## config.mk

```make
export PLATFORM = sky130hd
export DESIGN_NAME = sobel_frame_ctrl
export DESIGN_NICKNAME = d
export VERILOG_FILES = /design/src/rtl/gray_sobel_pkg.sv /design/src/rtl/raster_counter.sv /design/src/rtl/sobel_frame_ctrl.sv
export SDC_FILE = /design/constraint.sdc
export NUM_CORES = 1
export LEC_CHECK = 0
export ABC_AREA = 1
export BUFFER_PORTS_ARGS = -buffer_cell sky130_fd_sc_hd__clkbuf_2
export CAP_MARGIN = 20
export CORE_MARGIN = 3
export CORE_UTILIZATION = 56
export DETAILED_ROUTE_END_ITERATION = 6
export PLACE_DENSITY_LB_ADDON = 0.25
export SLEW_MARGIN = 20
export SYNTH_ARGS = -nofsm -noshare
export SYNTH_HDL_FRONTEND = slang
export SYNTH_SLANG_ARGS = --single-unit
```

## constraint.sdc

```tcl
create_clock -name clk_i -period 2 [get_ports clk_i]
set_input_delay 0.2 -clock clk_i [delete_from_list [all_inputs] [get_ports clk_i]]
set_output_delay 0.2 -clock clk_i [all_outputs]
set_load 0.01 [all_outputs]
```

## src/rtl/gray_sobel_pkg.sv

```systemverilog
// Shared types and constants for the grayscale/Sobel tile: pixel width,
// frame sequencer states and default frame geometry.
package gray_sobel_pkg;

  localparam int PIXEL_WIDTH = 8;
  localparam int IMG_W_DEF   = 16;
  localparam int IMG_H_DEF   = 16;

  typedef enum logic [1:0] {
    IDLE   = 2'd0,
    STREAM = 2'd1,
    DRAIN  = 2'd2,
    DONE   = 2'd3
  } frame_state_t;

endpackage

```

## src/rtl/raster_counter.sv

```systemverilog
// Raster position counter: col advances on each step and wraps into row;
// last_o flags the bottom-right pixel of the frame.
module raster_counter
  import gray_sobel_pkg::*;
#(
  parameter int W = IMG_W_DEF,
  parameter int H = IMG_H_DEF
) (
  input  logic                 clk_i,
  input  logic                 nreset_i,
  input  logic                 clear_i,
  input  logic                 advance_i,
  output logic [$clog2(W)-1:0] col_o,
  output logic [$clog2(H)-1:0] row_o,
  output logic                 last_o
);

  localparam int CW = $clog2(W);
  localparam int RW = $clog2(H);
  localparam logic [CW-1:0] COL_LAST = CW'(W - 1);
  localparam logic [RW-1:0] ROW_LAST = RW'(H - 1);

  logic [CW-1:0] col_q, col_d;
  logic [RW-1:0] row_q, row_d;

  always_comb begin
    col_d = col_q;
    row_d = row_q;
    if (clear_i) begin
      col_d = '0;
      row_d = '0;
    end else if (advance_i) begin
      if (col_q == COL_LAST) begin
        col_d = '0;
        row_d = (row_q == ROW_LAST) ? '0 : row_q + 1'b1;
      end else begin
        col_d = col_q + 1'b1;
      end
    end
  end

  always_ff @(posedge clk_i or negedge nreset_i) begin
    if (!nreset_i) begin
      col_q <= '0;
      row_q <= '0;
    end else begin
      col_q <= col_d;
      row_q <= row_d;
    end
  end

  assign col_o  = col_q;
  assign row_o  = row_q;
  assign last_o = (col_q == COL_LAST) && (row_q == ROW_LAST);

endmodule

```

## src/rtl/sobel_frame_ctrl.sv

```systemverilog
// Frame sequencer between the SPI pixel stream and the grayscale/Sobel datapath.
// Define SOBEL_FRAME_CTRL_BORDER_ZERO_EN to force frame-border output pixels to zero.
module sobel_frame_ctrl
  import gray_sobel_pkg::*;
#(
  parameter int IMG_W        = IMG_W_DEF,
  parameter int IMG_H        = IMG_H_DEF,
  parameter int MAX_INFLIGHT = 4,
  parameter int DRAIN_CYC    = 255
) (
  input  logic                   clk_i,
  input  logic                   nreset_i,
  input  logic                   frame_start_i,
  input  logic [1:0]             select_i,
  input  logic                   in_valid_i,
  input  logic [PIXEL_WIDTH-1:0] in_px_i,
  output logic                   dp_start_o,
  output logic [PIXEL_WIDTH-1:0] dp_px_o,
  output logic [1:0]             dp_select_o,
  input  logic                   dp_ready_i,
  input  logic [PIXEL_WIDTH-1:0] dp_px_i,
  output logic                   out_valid_o,
  output logic [PIXEL_WIDTH-1:0] out_px_o,
  output logic                   busy_o,
  output logic                   frame_done_o,
  output logic                   overflow_o,
  output logic                   timeout_o
);

  localparam int CW = $clog2(IMG_W);
  localparam int RW = $clog2(IMG_H);
  localparam int NW = $clog2(IMG_W * IMG_H + 1);
  localparam int IW = $clog2(MAX_INFLIGHT + 1);
  localparam int TW = $clog2(DRAIN_CYC + 1);
  localparam logic [NW-1:0] PX_TOTAL    = NW'(IMG_W * IMG_H);
  localparam logic [IW-1:0] INFL_MAX    = IW'(MAX_INFLIGHT);
  localparam logic [TW-1:0] DRAIN_LIMIT = TW'(DRAIN_CYC);

  frame_state_t           state_q;
  logic                   start_prev_q;
  logic [IW-1:0]          inflight_q;
  logic [NW-1:0]          returned_q;
  logic [TW-1:0]          timer_q;
  logic                   dp_start_q, out_valid_q, frame_done_q, overflow_q, timeout_q;
  logic [PIXEL_WIDTH-1:0] dp_px_q, out_px_q, out_px_d;
  logic [1:0]             dp_select_q;

  logic          start_edge, frame_arm, accept, drop, ret;
  logic [CW-1:0] in_col;
  logic [RW-1:0] in_row;
  logic          in_last;
  logic          unused_in_pos;

  assign start_edge = frame_start_i & ~start_prev_q;
  assign frame_arm  = (state_q == IDLE) && start_edge;
  assign accept     = (state_q == STREAM) && in_valid_i && (inflight_q < INFL_MAX);
  assign drop       = (state_q == STREAM) && in_valid_i && !(inflight_q < INFL_MAX);
  assign ret        = ((state_q == STREAM) || (state_q == DRAIN)) && dp_ready_i;

  raster_counter #(.W(IMG_W), .H(IMG_H)) u_in_raster (
    .clk_i     (clk_i),
    .nreset_i  (nreset_i),
    .clear_i   (frame_arm),
    .advance_i (accept),
    .col_o     (in_col),
    .row_o     (in_row),
    .last_o    (in_last)
  );

  assign unused_in_pos = ^{in_col, in_row};

`ifdef SOBEL_FRAME_CTRL_BORDER_ZERO_EN
  localparam logic [CW-1:0] COL_LAST = CW'(IMG_W - 1);
  localparam logic [RW-1:0] ROW_LAST = RW'(IMG_H - 1);

  logic [CW-1:0] out_col;
  logic [RW-1:0] out_row;
  logic          out_last, out_border, unused_out_last;

  // Output position only moves on returns that belong to the frame.
  raster_counter #(.W(IMG_W), .H(IMG_H)) u_out_raster (
    .clk_i     (clk_i),
    .nreset_i  (nreset_i),
    .clear_i   (frame_arm),
    .advance_i (ret),
    .col_o     (out_col),
    .row_o     (out_row),
    .last_o    (out_last)
  );

  assign unused_out_last = out_last;
  assign out_border = (out_col == '0) || (out_row == '0) ||
                      (out_col == COL_LAST) || (out_row == ROW_LAST);
  assign out_px_d   = out_border ? '0 : dp_px_i;
`else
  assign out_px_d = dp_px_i;
`endif

  always_ff @(posedge clk_i or negedge nreset_i) begin
    if (!nreset_i) begin
      state_q      <= IDLE;
      start_prev_q <= 1'b0;
      inflight_q   <= '0;
      returned_q   <= '0;
      timer_q      <= '0;
      dp_start_q   <= 1'b0;
      dp_px_q      <= '0;
      dp_select_q  <= '0;
      out_valid_q  <= 1'b0;
      out_px_q     <= '0;
      frame_done_q <= 1'b0;
      overflow_q   <= 1'b0;
      timeout_q    <= 1'b0;
    end else begin
      start_prev_q <= frame_start_i;
      dp_start_q   <= accept;
      out_valid_q  <= dp_ready_i;
      frame_done_q <= 1'b0;
      if (accept)     dp_px_q  <= in_px_i;
      if (dp_ready_i) out_px_q <= out_px_d;
      if (drop)       overflow_q <= 1'b1;

      // A same-cycle accept and return cancel out on the in-flight count.
      if (accept && !ret) begin
        inflight_q <= inflight_q + 1'b1;
      end else if (ret && !accept && (inflight_q != '0)) begin
        inflight_q <= inflight_q - 1'b1;
      end

      if (ret) begin
        returned_q <= returned_q + 1'b1;
        timer_q    <= '0;
      end

      case (state_q)
        IDLE: begin
          if (start_edge) begin
            dp_select_q <= select_i;
            inflight_q  <= '0;
            returned_q  <= '0;
            timer_q     <= '0;
            overflow_q  <= 1'b0;
            timeout_q   <= 1'b0;
            state_q     <= STREAM;
          end
        end
        STREAM: begin
          if (accept && in_last) state_q <= DRAIN;
        end
        DRAIN: begin
          if (returned_q == PX_TOTAL) begin
            frame_done_q <= 1'b1;
            state_q      <= DONE;
          end else if (!ret) begin
            if (timer_q == DRAIN_LIMIT) begin
              timeout_q    <= 1'b1;
              frame_done_q <= 1'b1;
              state_q      <= DONE;
            end else begin
              timer_q <= timer_q + 1'b1;
            end
          end
        end
        DONE:    state_q <= IDLE;
        default: state_q <= IDLE;
      endcase
    end
  end

  assign dp_start_o   = dp_start_q;
  assign dp_px_o      = dp_px_q;
  assign dp_select_o  = dp_select_q;
  assign out_valid_o  = out_valid_q;
  assign out_px_o     = out_px_q;
  assign busy_o       = (state_q != IDLE);
  assign frame_done_o = frame_done_q;
  assign overflow_o   = overflow_q;
  assign timeout_o    = timeout_q;

endmodule

```

* After elaboration in Yosys (flattened, before gate mapping)
Index checks and enable logic that the tools add are counted.
Word-level totals: logic and storage cells 100, flip-flop bits (word level) 54, output and inout port bits 24, input port bits 23
Operators by class: reduce and logical (&&, ||, !) cells 24, $add $sub $neg 6, $lt $le $gt $ge 1, muxes and demuxes 38, equality and inequality tests 14, bitwise gates (word level) 2
Operator list (count):
- 8-bit 2-to-1 mux | 5
- 4-bit 2-to-1 mux | 7
- 9-bit 2-to-1 mux | 3
- 8-bit one-hot mux with 2 select lines | 1
- 3-bit 2-to-1 mux | 4
- 1-bit 2-to-1 mux | 11
- 1-bit logical AND | 10
- 2-bit 2-to-1 mux | 5
- 9-bit by 1-bit adder with 9-bit output (second input constant) | 1
- 9-bit == test (second input constant) | 1
- 4-bit by 1-bit adder with 4-bit output (second input constant) | 2
- 8-bit by 1-bit adder with 8-bit output (second input constant) | 1
- 4-bit == test (second input constant) | 2
- 8-bit == test (second input constant) | 1
- 2-bit one-hot mux with 4 select lines | 1
- 2-bit nonzero test | 4
- 2-bit inequality test (second input constant) | 3
- 5-bit AND reduction | 1
- 2-bit == test (second input constant) | 2
- 2-bit by 1-bit inequality test with 1-bit output (second input constant) | 2
- 2-bit AND reduction | 2
- 4-bit AND reduction | 1
- 3-bit by 1-bit adder with 3-bit output (second input constant) | 1
- 1-bit zero test | 3
- 11 further kinds | 11

* Longest topological paths before layout
depth after elaboration 10, mapped depth 11, gate-level depth less buffers 11

* Hierarchy
Synthesis repeated with hierarchy kept, for this count alone.
Unflattened totals: cell total of the unflattened synthesis 373, area, all modules 2954.1 µm²
By module, submodules not included:
- sobel_frame_ctrl | instances 1, cells each 314, sequential area each 1151.1 µm², area each 2491.1 µm²
- raster_counter | instances 1, cells each 59, sequential area each 200.2 µm², area each 462.9 µm²

* Worst setup path before layout
No wires, ideal clock.
path type reg-to-reg, start register state_q[0], end register returned_q[7], cell stages (with the launch flop) 10, data arrival time 1.369 ns, setup slack 0.512 ns, clock period less this slack 1.488 ns, required time 1.881 ns, setup time 0.119 ns, path buffers 0, path through dfrtp_1 -> inv_1 -> ha_1 -> nand2_8 -> nor3_4 -> nand2_2 -> nor2_1 -> nand2_1 -> nand2_1 -> nor2_1
Between the ends: longest elaborated chain between the ends 6, elaborated cells between the ends (all ways) 8, classes of those cells eq/ne: 2; mux: 3; reduce/logical: 3
RTL lines:
- from (decl) | line sobel_frame_ctrl.sv:39 | frame_state_t state_q;
- from (signal assigned) | line sobel_frame_ctrl.sv:101 | state_q <= IDLE;
- from (signal assigned) | line sobel_frame_ctrl.sv:144 | state_q <= STREAM;
- from (signal assigned) | line sobel_frame_ctrl.sv:148 | if (accept && in_last) state_q <= DRAIN;
- 2-bit by 1-bit == test with 1-bit output / 2-bit == test (equally long branches) | line sobel_frame_ctrl.sv:58 | assign ret = ((state_q == STREAM) || (state_q == DRAIN)) && dp_ready_i;
- 1-bit logical OR | line sobel_frame_ctrl.sv:58
- 1-bit logical AND | line sobel_frame_ctrl.sv:58
- 9-bit 2-to-1 mux | line sobel_frame_ctrl.sv:130 | if (ret) begin
- 9-bit 2-to-1 mux | line sobel_frame_ctrl.sv:137 | if (start_edge) begin
- 9-bit 2-to-1 mux (*) | line sobel_frame_ctrl.sv:135 | case (state_q)
- to (signal assigned) | line sobel_frame_ctrl.sv:131 | returned_q <= returned_q + 1'b1;
- to (decl) | line sobel_frame_ctrl.sv:42 | logic [NW-1:0] returned_q;
Mark *: on every way between the ends. The rest lies on a longest branch, timed or not. A chain may end at the register's enable or synchronous reset.

* Final worst setup path
Ends and elaborated chain as after synthesis.

==> results.ini <==
[route]
wl_um = 5710
drc = 0
drtPass1Iterations = 4
ant_nets = 0
vias = 2379
drt_iter0_drc = 216
wire_per_inst_um = 12.2
post_drt_via_cell_ratio = 5.09

[critical_path]
worstSetupPathDepth = 9
worst-path-max-fanout = 17
slowest_stage = dfrtp_1
cpPeakStageDelay_ps = 390
critical_path.cell_chain = inv_1 > ha_1 > nand2_8 > nor3_4 > nand2_2 > nor2_1 > nand2_1 > nand2_1 > nor2_1
arrival_ps = 1920
cp.required_ps = 2200
worstSetupPathType = flop to flop
end_kind = flop
worstSetupStartpointType = flop
cp_top_family = simple AND/OR/NAND/NOR gates
cp_num_buf_inv = 1
reg2reg_depth = 9

[die]
dieHeight_um = 77.6
fp-row-count = 25
ioPinCount = 47
placeableCoreArea_um2 = 4850
die_w_um = 77.6
initial_utilization_pct = 59.1
die-area_um2 = 6020

[placed_design]
io_buffers = 46
gp_congestion = 0.882
dp_hpwl_um = 4110
preCtsSetupSlack_ps = 329

[logic_synthesis]
synth_cell_types = 33
synthFlopType = dfrtp_1
synth_nets = 382
synth_top_area_share_pct = 47.1
synthTopCellsByArea = dfrtp_1 (47%), nand2_1 (13%), inv_1 (5.6%)
synthesis.area_um2 = 2870
avgSynthCellArea_um2 = 8.24
synth_seq_cells = 54
synth_edf_count = 0
yosysSeqAreaShare_pct = 47.1
yosysTopAreaCell = dfrtp_1
synthCells = 348
ys_warn_count = 0
async_flop_share_pct = 100

[global_routing]
grt_max_degree = 40
grt_overflow = 0
antenna_found_initial = 0
grt_pass1_vias = 2334
grt_pass1_wl_um = 10100
grt_usage_pct = 20.7

[worst_hold_path]
holdPathStages = 1
hold_path_class = input port to flop

[clock_tree]
cts_tree = yes
clockBufferDepth = 2
cts-root-buf = clkbuf_8
clock-sinks = 54
cts-resized-gates = 0
clkLatencyLatePin_ps = 310
postCtsSetupBuffers = 0
numCtsBuffers = 5
cts_max_level = 2
clk_pin_slew_worst_paths_ps = 100

[timing]
setup_slack_ps = 275
fmax_ghz = 0.580
rsz0062_at_grt = no
post-route-period-util_pct = 86.3
fin_worst_skew_ps = 6.94
tightest_slew_ps = 454
slew_headroom_pct = 69.7
post-route-min-period_ps = 1730
fin_tns_setup_ps = 0
setup_viol = 0
final_max_slew_viol_count = 0
hold_viol_final = 0

[status]
status = complete, no violations

[pwr]
p_sw_w = 0.00153
combPwrFrac_pct = 39.9
internal_power_w = 0.00228
swShare_pct = 40.1
pwr-share-clk_pct = 19.4
peakVddDrop_v = 0.000615
seq_power_share_pct = 40.7
power_leakage_nw = 1.74
power_density_nw_per_um2 = 1160

[job]
drv_cap = 0

[cells_and_area]
area_growth_pct = 14.9
regArea_um2 = 1350
drive_above_1_share_pct = 21.8
nets = 433
fin_util_pct = 67.9
multiInputGateArea_um2 = 1280
fillCellCount = 408
antenna_cells = 0

## metrics by stage
step | cell area (um2) | total power [W] | std cells | hold slack [ps]
final | 3290 | 0.00381 | 467 | 13.5
after detailed placement | 3170 | 0.00308 | 458 | 170
after CTS | 3290 | 0.00386 | 467 | 5.99
after global placement | 3170 | 0.00302 | 458 | 169
after global routing | 3290 | 0.00413 | 467 | 0.427
after floorplan | 2870 | 0.00264 | 348 | -95.6
## worst reg2reg max path, cell delays in order, from the launching register on
cell and delay (ps):
dfrtp_1 390, inv_1 70, ha_1 390, nand2_8 140
nor3_4 240, nand2_2 110, nor2_1 100, nand2_1 70
nand2_1 80, nor2_1 40
## registers in the layout, indices dropped and copies added (netlist names), 2 cells and up
name	flops
returned_q	9
dp_px_o	8
out_px_o	8
timer_q	8
u_in_raster.col_o	4
u_in_raster.row_o	4
inflight_q	3
dp_select_o	2
state_q	2
## synthesized netlist by cell type, drive strengths merged, types with 4 or more instances
| library cell | number |
|---|---|
| dfrtp | 54 |
| ha | 11 |
| mux2 | 8 |
| nor3 | 4 |
| inv | 47 |
| nor2 | 35 |
| o21ai | 22 |
| buf | 6 |
| a21oi | 10 |
| nand2 | 105 |
| nand4 | 4 |
| nand3 | 31 |
## final cells by class
type                       count  area share [%]
sequential                    54            41.0
multi-input combinational    240            38.9
timing repair buffer          51            8.58
inverter                      47            5.51
tap                           67            2.54
clock buffer                   5            2.09
clock inverter                 3            1.33
## final timing paths
path,from,endpoint,slack (ps)
max in group asynchronous,nreset_i,dp_start_o,1090
min reg2reg,dp_px_o[2],dp_px_o[2],480
max reg2reg,state_q[0],returned_q[7],270
max,state_q[0],returned_q[7],270
min,frame_start_i,start_prev_q,10
min in group asynchronous,nreset_i,timer_q[2],360
## cells in the final DEF, fill, tap and decap left out, types with 2 or more instances in the layout
cell type	synthesis	layout
clkbuf_2	0	46
nor2_1	28	28
nand4_1	4	4
inv_2	3	3
clkbuf_8	0	5
o21ai_0	17	17
nand2_4	2	2
o21ai_1	4	4
nor2_4	2	2
inv_1	43	43
o21bai_1	2	2
nand2_1	99	99
xor2_1	3	3
buf_4	0	3
dfrtp_1	54	54
nor3_1	2	2
nand2_2	3	3
nor2_2	5	5
nand3_1	31	31
ha_1	11	11
inv_6	1	2
a21oi_1	9	9
mux2_2	8	8
## logic make-up after synthesis
kind of cell,share of synthesized area (%)
adder cells (fa/ha/maj),4.80
AND/OR/NAND/NOR,28.4
XOR/XNOR,0.916
multiplexers,3.14
buffers and inverters,8.16
AO/OA/AOI/OAI,7.42
flip-flops,47.1
## power by group through the flow
stage,sequential [W],clock [W],combinational [W]
2_1_floorplan,0.00160,0,0.00104
3_3_place_gp,0.00155,0,0.00147
3_5_place_dp,0.00157,0,0.00151
4_1_cts,0.00155,0.000771,0.00154
5_1_grt,0.00159,0.000801,0.00175
6_report,0.00155,0.000740,0.00152
## layer usage
| layer | vias up | track usage [%] | wire length, um |
|---|---|---|---|
| met1 | 1122 | 24.1 | 2470 |
| met4 | 0 | 9.25 | 124 |
| met2 | 45 | 37.6 | 2920 |
| met5 | - | 0 | 0 |
| met3 | 10 | 2.90 | 202 |
| li1 | 1202 | - | - |
## repair_timing
item / CTS / global route
hold buffers: 1 / 0
setup endpoints to repair: 0 / 0
hold endpoints to repair: 15 / 0
Note: power is estimated with default switching activity, not from simulation.
